==> config.mk <==
export PLATFORM = sky130hd
export DESIGN_NAME = p3_buf_sched
export DESIGN_NICKNAME = d
export VERILOG_FILES = /design/src/rtl/p3_pkg.sv /design/src/rtl/p3_idq.sv /design/src/rtl/p3_buf_sched.sv
export SDC_FILE = /design/constraint.sdc
export NUM_CORES = 1
export LEC_CHECK = 0
export BUFFER_PORTS_ARGS = -buffer_cell sky130_fd_sc_hd__buf_2
export CAP_MARGIN = 20
export CORE_ASPECT_RATIO = 1.5
export CORE_UTILIZATION = 59
export CTS_BUF_LIST = sky130_fd_sc_hd__clkbuf_4 sky130_fd_sc_hd__clkbuf_8 sky130_fd_sc_hd__clkbuf_16
export DETAILED_ROUTE_END_ITERATION = 8
export GPL_TIMING_DRIVEN = 0
export PLACE_DENSITY_LB_ADDON = 0.1
export SYNTH_ARGS = -nofsm -noshare
export SYNTH_HDL_FRONTEND = slang
export SYNTH_SLANG_ARGS = --single-unit
==> constraint.sdc <==
create_clock -name clk -period 2 [get_ports clk]
set_input_delay 0.2 -clock clk [delete_from_list [all_inputs] [get_ports clk]]
set_output_delay 0.2 -clock clk [all_outputs]
set_load 0.1 [all_outputs]
==> src/rtl/p3_pkg.sv <==
// p3_pkg: shared types for the packet-buffer ownership scheduler.
//   buf_id_t    - 2-bit buffer select (00 none, 01 ping, 10 pang, 11 pung)
//   buf_state_t - lifecycle state of one packet buffer
package p3_pkg;

  typedef logic [1:0] buf_id_t;

  localparam buf_id_t BUF_NONE = 2'b00;
  localparam buf_id_t BUF_PING = 2'b01;
  localparam buf_id_t BUF_PANG = 2'b10;
  localparam buf_id_t BUF_PUNG = 2'b11;

  typedef enum logic [2:0] {
    ST_FREE,
    ST_FILL,
    ST_READY,
    ST_CPU,
    ST_ACC,
    ST_FWD
  } buf_state_t;

endpackage

==> src/rtl/p3_idq.sv <==
// p3_idq: 3-entry FIFO of buffer IDs. Used to keep packets in arrival order
// between pipeline agents (ready queue and accept queue).
// Ports:
//   clk, rst        - clock, asynchronous active-high reset
//   push, din       - write din at the tail
//   pop             - drop the head entry
//   dout            - current head entry (valid when !empty)
//   empty, full     - occupancy flags
module p3_idq
  import p3_pkg::*;
(
  input  logic    clk,
  input  logic    rst,
  input  logic    push,
  input  buf_id_t din,
  input  logic    pop,
  output buf_id_t dout,
  output logic    empty,
  output logic    full
);

  buf_id_t    mem [0:2];
  logic [1:0] rd_ptr;
  logic [1:0] wr_ptr;
  logic [1:0] count;

  // Pointers wrap at 2 because the queue has three slots.
  function automatic logic [1:0] ptr_inc(input logic [1:0] p);
    return (p == 2'd2) ? 2'd0 : p + 2'd1;
  endfunction

  // Storage, pointers and occupancy; simultaneous push and pop keep count.
  always_ff @(posedge clk or posedge rst) begin
    if (rst) begin
      rd_ptr <= 2'd0;
      wr_ptr <= 2'd0;
      count  <= 2'd0;
      for (int i = 0; i < 3; i++) mem[i] <= BUF_NONE;
    end else begin
      if (push) begin
        mem[wr_ptr] <= din;
        wr_ptr      <= ptr_inc(wr_ptr);
      end
      if (pop) rd_ptr <= ptr_inc(rd_ptr);
      case ({push, pop})
        2'b10:   count <= count + 2'd1;
        2'b01:   count <= count - 2'd1;
        default: count <= count;
      endcase
    end
  end

  // Head and flag decode.
  always_comb begin
    dout  = mem[rd_ptr];
    empty = (count == 2'd0);
    full  = (count == 2'd3);
  end

  a_no_pop_empty: assert property (@(posedge clk) disable iff (rst) !(pop && empty));

endmodule

==> src/rtl/p3_buf_sched.sv <==
// p3_buf_sched: hands each of the three packet buffers to the snooper, then
// the CPU, then the forwarder, and back to the free pool, keeping packet
// order from snooper completion through forwarding.
// Optional feature: define P3_STATS_EN to add acc_cnt/rej_cnt/fwd_cnt.
// Ports:
//   clk, rst                  - clock, asynchronous active-high reset
//   sn_done                   - snooper finished filling its buffer
//   cpu_acc, cpu_rej          - CPU verdict on its buffer (both = reject)
//   fwd_done                  - forwarder finished reading its buffer
//   sn_sel, cpu_sel, fwd_sel  - registered buffer selects (00 = none)
//   sn_stall                  - registered: snooper idle and nothing free
//   acc_cnt, rej_cnt, fwd_cnt - 32-bit event counters (P3_STATS_EN only)
module p3_buf_sched
  import p3_pkg::*;
(
  input  logic        clk,
  input  logic        rst,
  input  logic        sn_done,
  input  logic        cpu_acc,
  input  logic        cpu_rej,
  input  logic        fwd_done,
  output logic [1:0]  sn_sel,
  output logic [1:0]  cpu_sel,
  output logic [1:0]  fwd_sel,
  output logic        sn_stall
`ifdef P3_STATS_EN
  ,
  output logic [31:0] acc_cnt,
  output logic [31:0] rej_cnt,
  output logic [31:0] fwd_cnt
`endif
);

  buf_state_t st_q   [1:3];
  buf_state_t st_nxt [1:3];

  buf_id_t sn_q, cpu_q, fwd_q;
  buf_id_t sn_nxt, cpu_nxt, fwd_nxt;
  logic    stall_q, stall_nxt;
  logic    sn_found;
  logic    any_free;

  logic    sn_rel, cpu_rel, fwd_rel;

  logic    rdy_push, rdy_pop, rdy_empty, rdy_full;
  logic    acc_push, acc_pop, acc_empty, acc_full;
  buf_id_t rdy_din, rdy_head, acc_din, acc_head;

  // Strobes only count when the agent actually owns a buffer.
  assign sn_rel  = sn_done && (sn_q != BUF_NONE);
  assign cpu_rel = (cpu_acc || cpu_rej) && (cpu_q != BUF_NONE);
  assign fwd_rel = fwd_done && (fwd_q != BUF_NONE);

  p3_idq u_rdy_q (
    .clk   (clk),
    .rst   (rst),
    .push  (rdy_push),
    .din   (rdy_din),
    .pop   (rdy_pop),
    .dout  (rdy_head),
    .empty (rdy_empty),
    .full  (rdy_full)
  );

  p3_idq u_acc_q (
    .clk   (clk),
    .rst   (rst),
    .push  (acc_push),
    .din   (acc_din),
    .pop   (acc_pop),
    .dout  (acc_head),
    .empty (acc_empty),
    .full  (acc_full)
  );

  // Next-state: each agent either releases its buffer or, when idle at this
  // edge, takes a new one. Grants look only at registered state, so a buffer
  // released at this edge is not handed on until the following edge.
  always_comb begin
    for (int i = 1; i <= 3; i++) st_nxt[i] = st_q[i];
    sn_nxt    = sn_q;
    cpu_nxt   = cpu_q;
    fwd_nxt   = fwd_q;
    rdy_push  = 1'b0;
    rdy_pop   = 1'b0;
    rdy_din   = BUF_NONE;
    acc_push  = 1'b0;
    acc_pop   = 1'b0;
    acc_din   = BUF_NONE;
    sn_found  = 1'b0;
    any_free  = 1'b0;
    stall_nxt = 1'b0;

    if (sn_rel) begin
      st_nxt[sn_q] = ST_READY;
      rdy_push     = 1'b1;
      rdy_din      = sn_q;
      sn_nxt       = BUF_NONE;
    end else if (sn_q == BUF_NONE) begin
      for (int i = 1; i <= 3; i++) begin
        if (!sn_found && st_q[i] == ST_FREE) begin
          sn_found  = 1'b1;
          st_nxt[i] = ST_FILL;
          sn_nxt    = buf_id_t'(i);
        end
      end
    end

    if (cpu_rel) begin
      if (cpu_rej) begin
        st_nxt[cpu_q] = ST_FREE;
      end else begin
        st_nxt[cpu_q] = ST_ACC;
        acc_push      = 1'b1;
        acc_din       = cpu_q;
      end
      cpu_nxt = BUF_NONE;
    end else if (cpu_q == BUF_NONE && !rdy_empty) begin
      rdy_pop          = 1'b1;
      st_nxt[rdy_head] = ST_CPU;
      cpu_nxt          = rdy_head;
    end

    if (fwd_rel) begin
      st_nxt[fwd_q] = ST_FREE;
      fwd_nxt       = BUF_NONE;
    end else if (fwd_q == BUF_NONE && !acc_empty) begin
      acc_pop          = 1'b1;
      st_nxt[acc_head] = ST_FWD;
      fwd_nxt          = acc_head;
    end

    for (int i = 1; i <= 3; i++) begin
      if (st_nxt[i] == ST_FREE) any_free = 1'b1;
    end
    stall_nxt = (sn_nxt == BUF_NONE) && !any_free;
  end

  // State register: buffer states, agent selects and the stall flag.
  always_ff @(posedge clk or posedge rst) begin
    if (rst) begin
      for (int i = 1; i <= 3; i++) st_q[i] <= ST_FREE;
      sn_q    <= BUF_NONE;
      cpu_q   <= BUF_NONE;
      fwd_q   <= BUF_NONE;
      stall_q <= 1'b0;
    end else begin
      for (int i = 1; i <= 3; i++) st_q[i] <= st_nxt[i];
      sn_q    <= sn_nxt;
      cpu_q   <= cpu_nxt;
      fwd_q   <= fwd_nxt;
      stall_q <= stall_nxt;
    end
  end

  // Outputs come straight from registers.
  always_comb begin
    sn_sel   = sn_q;
    cpu_sel  = cpu_q;
    fwd_sel  = fwd_q;
    sn_stall = stall_q;
  end

`ifdef P3_STATS_EN
  // Event counters; a simultaneous accept and reject counts as a reject.
  always_ff @(posedge clk or posedge rst) begin
    if (rst) begin
      acc_cnt <= 32'd0;
      rej_cnt <= 32'd0;
      fwd_cnt <= 32'd0;
    end else begin
      if (cpu_rel && !cpu_rej) acc_cnt <= acc_cnt + 32'd1;
      if (cpu_rel && cpu_rej)  rej_cnt <= rej_cnt + 32'd1;
      if (fwd_rel)             fwd_cnt <= fwd_cnt + 32'd1;
    end
  end
`endif

  a_rdy_no_overflow: assert property (@(posedge clk) disable iff (rst) !(rdy_push && rdy_full));
  a_acc_no_overflow: assert property (@(posedge clk) disable iff (rst) !(acc_push && acc_full));
  a_sel_distinct: assert property (@(posedge clk) disable iff (rst)
    !((sn_q != BUF_NONE && (sn_q == cpu_q || sn_q == fwd_q)) ||
      (cpu_q != BUF_NONE && cpu_q == fwd_q)));

endmodule
==> out/metrics.cfg <==
[outcome]
outcome = complete, no violations

[floorplanning]
die_w_um = 50.18
row_count = 25
core_um2 = 3222
die_area_um2 = 3727
initial_core_util_pct = 63.77
die_y_um = 74.27
num_io_pins = 13

[setup_path]
required_ps = 2180
end_kind = flip-flop
crit_buf_inv = 0
worst_ep_arrival_time_ps = 2120
rrSetupSlack_ps = 60
startpoint_type = flip-flop
cpMaxStageDelayCell = dfrtp_4
crit_path_max_fanout = 10
path_delay_family = simple AND/OR/NAND/NOR gates
path_class = reg2reg
path_cells = nor2_4 > o21ai_2 > or3b_4 > and3_1 > o311a_1
cpPeakStageDelay_ps = 550

[finish]
multi_input_area_um2 = 1010
nFillCells = 262
drive_gt1_share_pct = 27.98
syn2layout_area_growth_pct = 12.61
final_util_pct = 71.81
stdcell_count = 258
largest_reg_flops = 9
reg_top3 = st_q: 9 flops, u_acc_q.mem: 6 flops, u_rdy_q.mem: 6 flops
antennaDiodeCount = 0
regMostFlops = st_q
fin_nets = 225
seq_area_um2 = 1013

[synthesis]
synth_cells = 197
synth_edf_count = 0
synth_cell_types = 53
seq_area_frac_synth_pct = 48.72
synth_ff_type = dfrtp_1
syn_area_per_cell_um2 = 10.43
synth_nets = 205
ys_warn_count = 0
syn_area_um2 = 2054
ys_ff_latch = 40
synthArstFlopShare_pct = 100.0

[global_route]
antenna_found_initial = 0
grt_max_degree = 41
grt_overflow_total = 0
grt_pass1_vias = 1443
track_usage_pct = 25.12
grt_pass1_wl_mm = 6.817

[cts]
htree_num_levels = 2
clock-sinks = 40
clk_path_buf_depth = 2
hold_buffers = 0
clk_pin_slew_ps = 80
root_buffer = clkbuf_8
cts_tree = done
cts_buffers = 5
clock_latency_ps = 290

[sta]
period_share_pct = 96.95
tns_ps = 0
fin_skew_ps = 5.188
max_slew_margin_pct = 45.83
fmax_mhz = 515.7
worst_slew_pin_slew_ps = 811.4
drv_slew = 0
setup_violations = 0
period_minus_slack_ps = 1939
hold_viol = 0

[power]
internal_power_mw = 2.466
p_per_area_nw_per_um2 = 1914
seqPwrFrac_pct = 34.5
cellLeakagePower_nw = 1.094
pwr-share-clk_pct = 13.7
p_switching_mw = 1.962
switching_share_pct = 44.30
combPwrFrac_pct = 51.8
ir_drop_uv = 1528

[place]
portBuffers = 12
dpl.hpwl_mm = 2.998
placed_cells = 249
routabilityCongestion = 0.8431

[job]
cap_violations = 0

[detailed_routing]
top_layer = met4
wl_met3_um = 104
viasPerCell = 6.043
wl_mm = 4.253
drtIter0Drc = 59
dr_total_vias = 1559
wl_per_cell_um = 16.48
postRouteAntennaNets = 0
wl_met2_mm = 2.275
wirelength_met1_mm = 1.809
firstDrtPassIters = 4
post-route-drc-count = 0

[worst_hold_path]
hold_class = in2async

cell type report:
cell class	count	share of cell area, %
Buffer	5	1.352
Clock buffer	8	4.489
Inverter	10	1.622
Multi-Input combinational cell	142	43.65
Sequential cell	40	43.81
Tap cell	40	2.163
Timing Repair Buffer	13	2.920
layer usage:
metal | vias up | track usage [%]
met3 | 7 | 4.294
met5 | - | 0
met1 | 778 | 29.36
met2 | 27 | 45.48
li1 | 747 | -
met4 | 0 | 9.524
repair_timing:
| action | CTS | global route |
|---|---|---|
| pin swaps | 0 | 1 |
| gates resized for setup | 2 | 3 |
| buffers inserted | 0 | 1 |
| endpoints found under the setup margin | 1 | 1 |
| gates cloned | 0 | 0 |
worst reg2reg max path, cell delays in order (launching register included):
cell and delay, ps:
dfrtp_4 550, nor2_4 160, o21ai_2 130, or3b_4 450, and3_1 200, o311a_1 340
synth_stat cells, types with 3 or more instances:
cell,instances,share of area [%]
mux2i_1,4,1.9
nor2_1,17,3.1
nand3_1,3,0.73
and3_1,3,0.91
o22a_1,3,1.3
dfrtp_1,40,49
o21ai_0,11,2.7
a21o_1,7,2.6
xnor2_1,4,1.7
a21oi_1,4,0.97
nand3b_1,4,1.5
nor3_1,9,2.2
nor2b_1,5,1.5
buf_2,4,0.97
mux2_2,10,5.5
inv_1,10,1.8
nor3b_1,3,1.1
nand2_1,13,2.4
path summary, 6_finish.rpt:
check / start / endpoint / depth (start not counted)
worst max-delay path: cpu_sel[1] / sn_stall / 5
worst min-delay path: rst / u_acc_q.wr_ptr[1] / 2
worst max register to register: cpu_sel[1] / sn_stall / 5
worst min register to register: u_acc_q.count[1] / u_acc_q.count[1] / 1
max in group asynchronous: rst / cpu_sel[0] / 2
min in group clk: fwd_done / fwd_sel[0] / 2
metrics by stage:
step                      total power [mW]  hold WS [ps]  cell area [µm²]  setup WS, ps
after floorplan                      3.290         292.8             2067         19.48
after global placement               3.622         438.6             2177         62.26
after detailed placement             3.716         405.6             2177         12.36
after CTS                            4.367         87.46             2288         18.96
after global routing                 4.692         141.1             2313       -0.4270
final                                4.428         60.51             2313         61.00
layout by cell type (no fill, tap or decap), drive strengths merged, types with 4 or more instances in the layout:
cell type	synthesis	layout
a21o	8	8
a21oi	4	4
and3	5	5
buf	5	18
clkbuf	0	8
dfrtp	40	40
inv	10	10
mux2	10	10
mux2i	4	4
nand2	13	13
nand3b	4	4
nor2	18	18
nor2b	5	5
nor3	10	10
nor3b	5	5
o21ai	15	15
xnor2	4	4
logic make-up (layout without fill, tap and decap cells):
kind of cell / Yosys count / in the layout / share of synthesized area [%]
AOI/OAI and AO/OA: 46 / 46 / 16.20
xor gates and xnor gates: 6 / 6 / 2.558
adders and majority gates: 3 / 3 / 1.705
buffers and inverters: 15 / 36 / 3.350
DFF: 40 / 40 / 48.72
muxes: 14 / 14 / 7.430
and+or+nand+nor: 73 / 73 / 20.04
power by group through the flow:
stage	Sequential [mW]	Clock, mW	Combinational, mW
after floorplan	1.85	0	1.44
after detailed placement	1.53	0	2.18
after global placement	1.50	0	2.12
final	1.53	0.607	2.29
after CTS	1.52	0.612	2.23
after global routing	1.57	0.635	2.48
Power figures use the tool's default switching activity.
